### src/rtl/ara_pkg.sv
// Shared types for the lane-level operand requesters: queue commands, target units,
// and the permutation requester's state encoding.
package ara_pkg;

    localparam int unsigned MaxVLEN = 65536;

    typedef logic [$clog2(MaxVLEN+1)-1:0] vlen_t;

    typedef enum logic [1:0] {
        ALU_SLDU     = 2'd0,
        MFPU_ADDRGEN = 2'd1
    } target_fu_e;

    typedef enum logic [3:0] {
        OpQueueConversionNone   = 4'd0,
        OpQueueConversionZExt2  = 4'd1,
        OpQueueConversionSExt2  = 4'd2,
        OpQueueConversionWideFP2 = 4'd3
    } opqueue_conversion_e;

    typedef struct packed {
        opqueue_conversion_e conv;
        vlen_t               elem_count;
        target_fu_e          target_fu;
    } operand_queue_cmd_t;

    typedef enum logic [1:0] {
        IDLE  = 2'd0,
        ISSUE = 2'd1,
        DRAIN = 2'd2
    } permu_req_state_e;

    // Rows occupied by one vector register in one lane; at least one.
    function automatic int unsigned rows_per_vreg(input int unsigned vlen,
                                                  input int unsigned lanes,
                                                  input int unsigned banks);
        int unsigned den;
        den = lanes * 64 * banks;
        if (den == 0 || vlen < den) return 1;
        return vlen / den;
    endfunction

endpackage

### src/rtl/permu_operand_requester.sv
// Permutation operand requester: pushes one queue command per request and issues
// full-row VRF reads under queue credit. Optional macro: PERMU_REQ_STALL_CNT_EN.
module permu_operand_requester
    import ara_pkg::*;
#(
    parameter int unsigned NrLanes           = 0,
    parameter int unsigned NrVRFBanksPerLane = 8,
    parameter int unsigned VLEN              = 0,
    parameter type operand_queue_cmd_t       = ara_pkg::operand_queue_cmd_t,
    parameter int unsigned RowsPerVReg       = rows_per_vreg(VLEN, NrLanes, NrVRFBanksPerLane),
    parameter int unsigned AddrWidth         = $clog2(32 * RowsPerVReg)
) (
    input  logic                 clk_i,
    input  logic                 rst_ni,
    input  logic                 flush_i,
    input  logic                 req_valid_i,
    output logic                 req_ready_o,
    input  logic [4:0]           req_vs_i,
    input  vlen_t                req_rows_i,
    input  target_fu_e           req_target_fu_i,
    output operand_queue_cmd_t   opq_cmd_o,
    output logic                 opq_cmd_valid_o,
    input  logic                 opq_ready_i,
    input  logic                 opq_cmd_pop_i,
    output logic                 vrf_req_o,
    input  logic                 vrf_gnt_i,
    output logic [AddrWidth-1:0] vrf_addr_o,
    output logic                 operand_issued_o,
    output logic                 done_o,
    output logic                 busy_o
`ifdef PERMU_REQ_STALL_CNT_EN
    ,
    output logic [31:0]          stall_cycles_o
`endif
);

    localparam logic [AddrWidth-1:0] LastAddr = AddrWidth'(32 * RowsPerVReg - 1);

    permu_req_state_e      r_state, w_state_d;
    logic [4:0]            r_vs;
    vlen_t                 r_rows;
    vlen_t                 r_row_cnt;
    target_fu_e            r_target_fu;
    logic [AddrWidth-1:0]  r_addr;
    logic                  r_cmd_valid;
    logic                  r_done;
    logic                  r_pop_seen;

    logic                  w_accept;
    logic                  w_rows_nz;
    logic                  w_gnt;
    logic                  w_last_gnt;
    logic                  w_pop_early;
    logic                  w_done_d;
    logic [AddrWidth-1:0]  w_base;

    assign w_accept    = (r_state == IDLE) && req_valid_i && !flush_i;
    assign w_rows_nz   = (req_rows_i != '0);
    assign vrf_req_o   = (r_state == ISSUE) && opq_ready_i && !flush_i;
    assign w_gnt       = vrf_req_o && vrf_gnt_i;
    assign w_last_gnt  = w_gnt && (r_row_cnt == r_rows - vlen_t'(1));
    // A pop seen in the same cycle as the last grant counts as early as well.
    assign w_pop_early = r_pop_seen || opq_cmd_pop_i;
    assign w_base      = AddrWidth'(req_vs_i) * AddrWidth'(RowsPerVReg);

    always_ff @(posedge clk_i or negedge rst_ni) begin
        if (!rst_ni) begin
            r_state <= IDLE;
        end else begin
            r_state <= w_state_d;
        end
    end

    always_comb begin
        w_state_d = r_state;
        w_done_d  = 1'b0;
        case (r_state)
            IDLE: begin
                if (w_accept) begin
                    if (w_rows_nz) w_state_d = ISSUE;
                    else           w_done_d  = 1'b1;
                end
            end
            ISSUE: begin
                if (w_last_gnt) begin
                    if (w_pop_early) begin
                        w_state_d = IDLE;
                        w_done_d  = 1'b1;
                    end else begin
                        w_state_d = DRAIN;
                    end
                end
            end
            DRAIN: begin
                if (opq_cmd_pop_i) begin
                    w_state_d = IDLE;
                    w_done_d  = 1'b1;
                end
            end
            default: w_state_d = IDLE;
        endcase
        if (flush_i) begin
            w_state_d = IDLE;
            w_done_d  = 1'b0;
        end
    end

    always_ff @(posedge clk_i or negedge rst_ni) begin
        if (!rst_ni) begin
            r_vs        <= '0;
            r_rows      <= '0;
            r_target_fu <= ALU_SLDU;
            r_row_cnt   <= '0;
            r_addr      <= '0;
            r_cmd_valid <= 1'b0;
            r_done      <= 1'b0;
            r_pop_seen  <= 1'b0;
        end else begin
            r_cmd_valid <= w_accept && w_rows_nz;
            r_done      <= w_done_d;
            if (flush_i) begin
                r_row_cnt  <= '0;
                r_pop_seen <= 1'b0;
            end else if (w_accept) begin
                r_vs        <= req_vs_i;
                r_rows      <= req_rows_i;
                r_target_fu <= req_target_fu_i;
                r_row_cnt   <= '0;
                r_addr      <= w_base;
                r_pop_seen  <= 1'b0;
            end else begin
                if (w_gnt) begin
                    r_row_cnt <= r_row_cnt + vlen_t'(1);
                    r_addr    <= (r_addr == LastAddr) ? '0 : r_addr + AddrWidth'(1);
                end
                if (r_state == ISSUE && opq_cmd_pop_i) r_pop_seen <= 1'b1;
            end
        end
    end

`ifdef PERMU_REQ_STALL_CNT_EN
    logic [31:0] r_stall_cnt;

    // Saturating; survives flush so software can still read the aborted run.
    always_ff @(posedge clk_i or negedge rst_ni) begin
        if (!rst_ni) begin
            r_stall_cnt <= '0;
        end else if (w_accept) begin
            r_stall_cnt <= '0;
        end else if (r_state == ISSUE && !w_gnt && r_stall_cnt != '1) begin
            r_stall_cnt <= r_stall_cnt + 32'd1;
        end
    end

    assign stall_cycles_o = r_stall_cnt;
`endif

    always_comb begin
        opq_cmd_o            = '0;
        opq_cmd_o.elem_count = r_rows - vlen_t'(1);
        opq_cmd_o.conv       = OpQueueConversionNone;
        opq_cmd_o.target_fu  = r_target_fu;
    end

    assign opq_cmd_valid_o  = r_cmd_valid && !flush_i;
    assign req_ready_o      = (r_state == IDLE) && !flush_i;
    assign vrf_addr_o       = r_addr;
    assign operand_issued_o = w_gnt;
    assign done_o           = r_done;
    assign busy_o           = (r_state != IDLE);

    logic w_unused;
    assign w_unused = ^r_vs;

endmodule

### config.mk
export PLATFORM = sky130hd
export DESIGN_NAME = permu_operand_requester
export DESIGN_NICKNAME = d
export VERILOG_FILES = /design/src/rtl/ara_pkg.sv /design/src/rtl/permu_operand_requester.sv
export SDC_FILE = /design/constraint.sdc
export NUM_CORES = 1
export LEC_CHECK = 0
export CAP_MARGIN = 40
export CELL_PAD_IN_SITES_DETAIL_PLACEMENT = 1
export CELL_PAD_IN_SITES_GLOBAL_PLACEMENT = 1
export CORE_UTILIZATION = 38
export DETAILED_ROUTE_END_ITERATION = 16
export PLACE_DENSITY = 0.8
export SYNTH_ARGS = -nofsm -noshare
export SYNTH_HDL_FRONTEND = slang
export SYNTH_SLANG_ARGS = --single-unit
### constraint.sdc
create_clock -name clk_i -period 3.05 [get_ports clk_i]
set_input_delay 0.61 -clock clk_i [delete_from_list [all_inputs] [get_ports clk_i]]
set_output_delay 0.61 -clock clk_i [all_outputs]
set_load 0.1 [all_outputs]
==> results <==
==> through the flow <==
| step | worst slack [ns] | cell area [um^2] | utilization | TNS, ns | hold slack, ns |
|---|---|---|---|---|---|
| after global routing | -0.0522 | 4400 | 0.569 | -0.109 | 0.228 |
| final | 0.0246 | 4400 | 0.569 | 0 | 0.210 |
| after detailed placement | 0.0180 | 4190 | 0.542 | 0 | 0.480 |
| after global placement | 0.167 | 4170 | 0.540 | 0 | 0.464 |
| after floorplan | -0.224 | 3310 | - | -0.641 | 0.314 |
| after CTS | 0.0190 | 4340 | 0.561 | 0 | 0.223 |
==> worst max-delay path, delay by kind of cell, from the launching register on <==
family	cells	cell delay [ns]
AND/OR/NAND/NOR	3	1.32
buffers and inverters	1	0.19
XOR/XNOR	1	0.16
flip-flops	1	0.43
==> registers in the layout, summed over array words and instances, names as in the netlist <==
register     cells
r_state          2
done_o           1
vrf_addr_o       5
r_target_fu      2
r_pop_seen       1
r_rows          17
r_cmd_valid      1
r_row_cnt       17
==> worst paths after layout <==
path	start	to	cells after the start
setup / recovery	r_rows[3]	opq_cmd_o[17]	5
hold / removal	rst_ni	r_row_cnt[6]	1
setup reg to reg	r_rows[0]	done_o	9
hold reg to reg	r_target_fu[1]	r_target_fu[1]	2
max in group asynchronous	rst_ni	r_rows[4]	2
min in group clk_i	r_target_fu[1]	r_target_fu[1]	2
==> power by group <==
| group | switching [mW] | internal, mW | total (mW) |
|---|---|---|---|
| registers | 0.105 | 0.678 | 0.782 |
| logic | 1.09 | 0.537 | 1.63 |
| clock network | 0.225 | 0.242 | 0.467 |
| total | 1.42 | 1.46 | 2.88 |
==> synthesized netlist by cell type, types with 2 or more instances <==
cell       number
nand2_1        68
buf_4           4
o2111ai_1       2
nor4b_1         2
or3_1          11
nor3_1          5
or4_1           3
dfrtp_1        46
o21ai_0        12
nand4_1         5
nand2b_1        4
nand3_1        15
o31ai_1         3
nor2_1         37
and4_1          2
nor2b_1         5
inv_1          17
a21boi_0        2
a31oi_1         6
o22ai_1         4
a21oi_1        10
xor2_1         20
clkbuf_1       17
a2111oi_0       2
nor4_1          9
ha_1            4
and3_1          4
xnor2_1        17
nor3b_1         3
==> area by class of cell <==
class                           instances  area [um^2]
Tap cell                              102          128
Inverter                               17         75.1
Multi-Input combinational cell        284         2000
Clock inverter                          3         40.0
Fill cell                             903         3330
Sequential cell                        46         1160
Clock buffer                            5         68.8
Timing Repair Buffer                   84          926
==> per-layer routing <==
metal,up-vias,share of wire,GRT usage
met1,1486,0.43,0.318
met4,0,0.015,0.0516
met5,-,0,0
met3,14,0.046,0.0394
li1,1398,-,-
met2,81,0.51,0.412
==> repair_timing <==
action | 4_1_cts | 5_1_grt
gates resized for setup | 5 | 6
pin swaps | 0 | 4
buffers inserted | 2 | 6
cloned | 0 | 0
hold endpoints to repair | 0 | 0
setup endpoints to repair | 5 | 9
==> cell families after synthesis <==
logic type      share of synthesized area
xor+xnor                            0.114
compound gates                      0.124
buf+inv                            0.0572
other cells                       0.00123
flops                               0.378
simple gates                        0.306
mux                               0.00329
fa+ha+maj                          0.0164
==> key figures <==
Run status
  • Outcome: finished clean

Synth
  • Seq cells post-synth: 46
  • Yosys synthesis warning count: 0
  • Synth area leaders: dfrtp_1 38%, nand2_1 8.4%, xor2_1 5.8%
  • Leading area contributor after synthesis: dfrtp_1
  • Post-synthesis sequential area ratio: 0.378
  • Share of the synthesized area in the top cell type: 0.378
  • Synth Area per Inst: approximately 8.3 um^2
  • Post-synth cell types: 57
  • Asr flop ratio synth: 1.00
  • Number of flops mapped to enable cells by yosys: 0
  • Top FF cell, synth: dfrtp_1
  • Syn Std Cell Area: 3040 um^2
  • Cells after Synth: 367

Power and ir drop
  • Worst VDD drop: 0.000382 V
  • Tot Pwr: ~2.9 mW
  • Pwr dens: 655 nW/um^2
  • Leakage power total: around 1.9 nW

Critical path
  • Critical Path Start Type: flop
  • Worst-path cell chain: or4_1, or3_4, or2_4, xnor2_4, buf_12
  • Critical Path AT: 2.42 ns
  • Crit path kind: reg -> out
  • Slowest library cell on the worst path: or4_1
  • CP required: ~2.4 ns
  • CP max FO: 6
  • Crit end category: output port
  • Critical path's largest stage delay: 0.59 ns
  • R2r setup slk: 0.13 ns

Clock tree
  • CTS tree: yes
  • CTS Buf Count: 5
  • Bufs on Longest Clock Path: 2
  • Htree depth: 2
  • CTS root buffer: clkbuf_8
  • CTS sink cnt: 46
  • Clock slew at reported path FFs: 0.10 ns
  • Worst-skew pair later-pin latency: 0.31 ns
  • Cts hold-fix bufs: 0

Route
  • Drt first pass iters: 4
  • Post-route DRC: 0
  • Post-route ant nets: 0
  • Routed vias/inst: 5.51
  • Via count: 2979
  • Routed Wire Length: 9820 um
  • Wire per inst: between 15 and 20 um
  • DRT iter0 DRCs: 89

Die
  • IO Count: 65
  • Die Wd: 91.5 um
  • Rows: 32
  • Core ar.: slightly below 8000 um^2
  • Initial core utilization: 0.394
  • Die area: about 8400 um^2
  • Chip height: slightly above 90 um

Finish
  • Antenna cells: 0
  • Synthesis-to-finish area growth: 44.5%
  • Post-route insts no fill: 541
  • Share of cells above drive strength 1: 0.232
  • Nets: 473
  • Most frequent cells in the layout: 67 x nand2_1, 42 x dfrtp_1, 36 x nor2_1, 36 x buf_4, 29 x clkdlybuf4s50_1
  • Commonest non-fill, non-tap cell in the layout: nand2_1

Place
  • Dpl cells: approximately 530
  • Routability Congestion: 0.902
  • Number of buffers added on ports: 60
  • DPL Wire Length: ~7400 um

Global route
  • Largest net degree at the start of global routing: 32
  • GR Overflow Total: 0
  • Gr usage total: 0.240
  • Initial antenna violation count: 0
  • Vias in the first global route: 3030
  • First-pass GRT wire length: approximately 16000 um

STA
  • Slew @ Worst Pin: between 0.6 and 0.7 ns
  • Final Hold Vio Count: 0
  • Final setup violation count: 0
  • Final min period: between 3 and 4 ns
  • Max Slew Vio Count: 0
  • RSZ-0062 raised after global routing: true
  • Final period utilization: 0.992
  • Clock skew: 0.00668 ns
  • Fmax: 0.331 GHz
  • Slew HR: 0.571

Hold path
  • Hold crit path type: in -> async

Job
  • Max-Cap Viols: 0
Note: power is estimated with default switching activity, not from simulation.
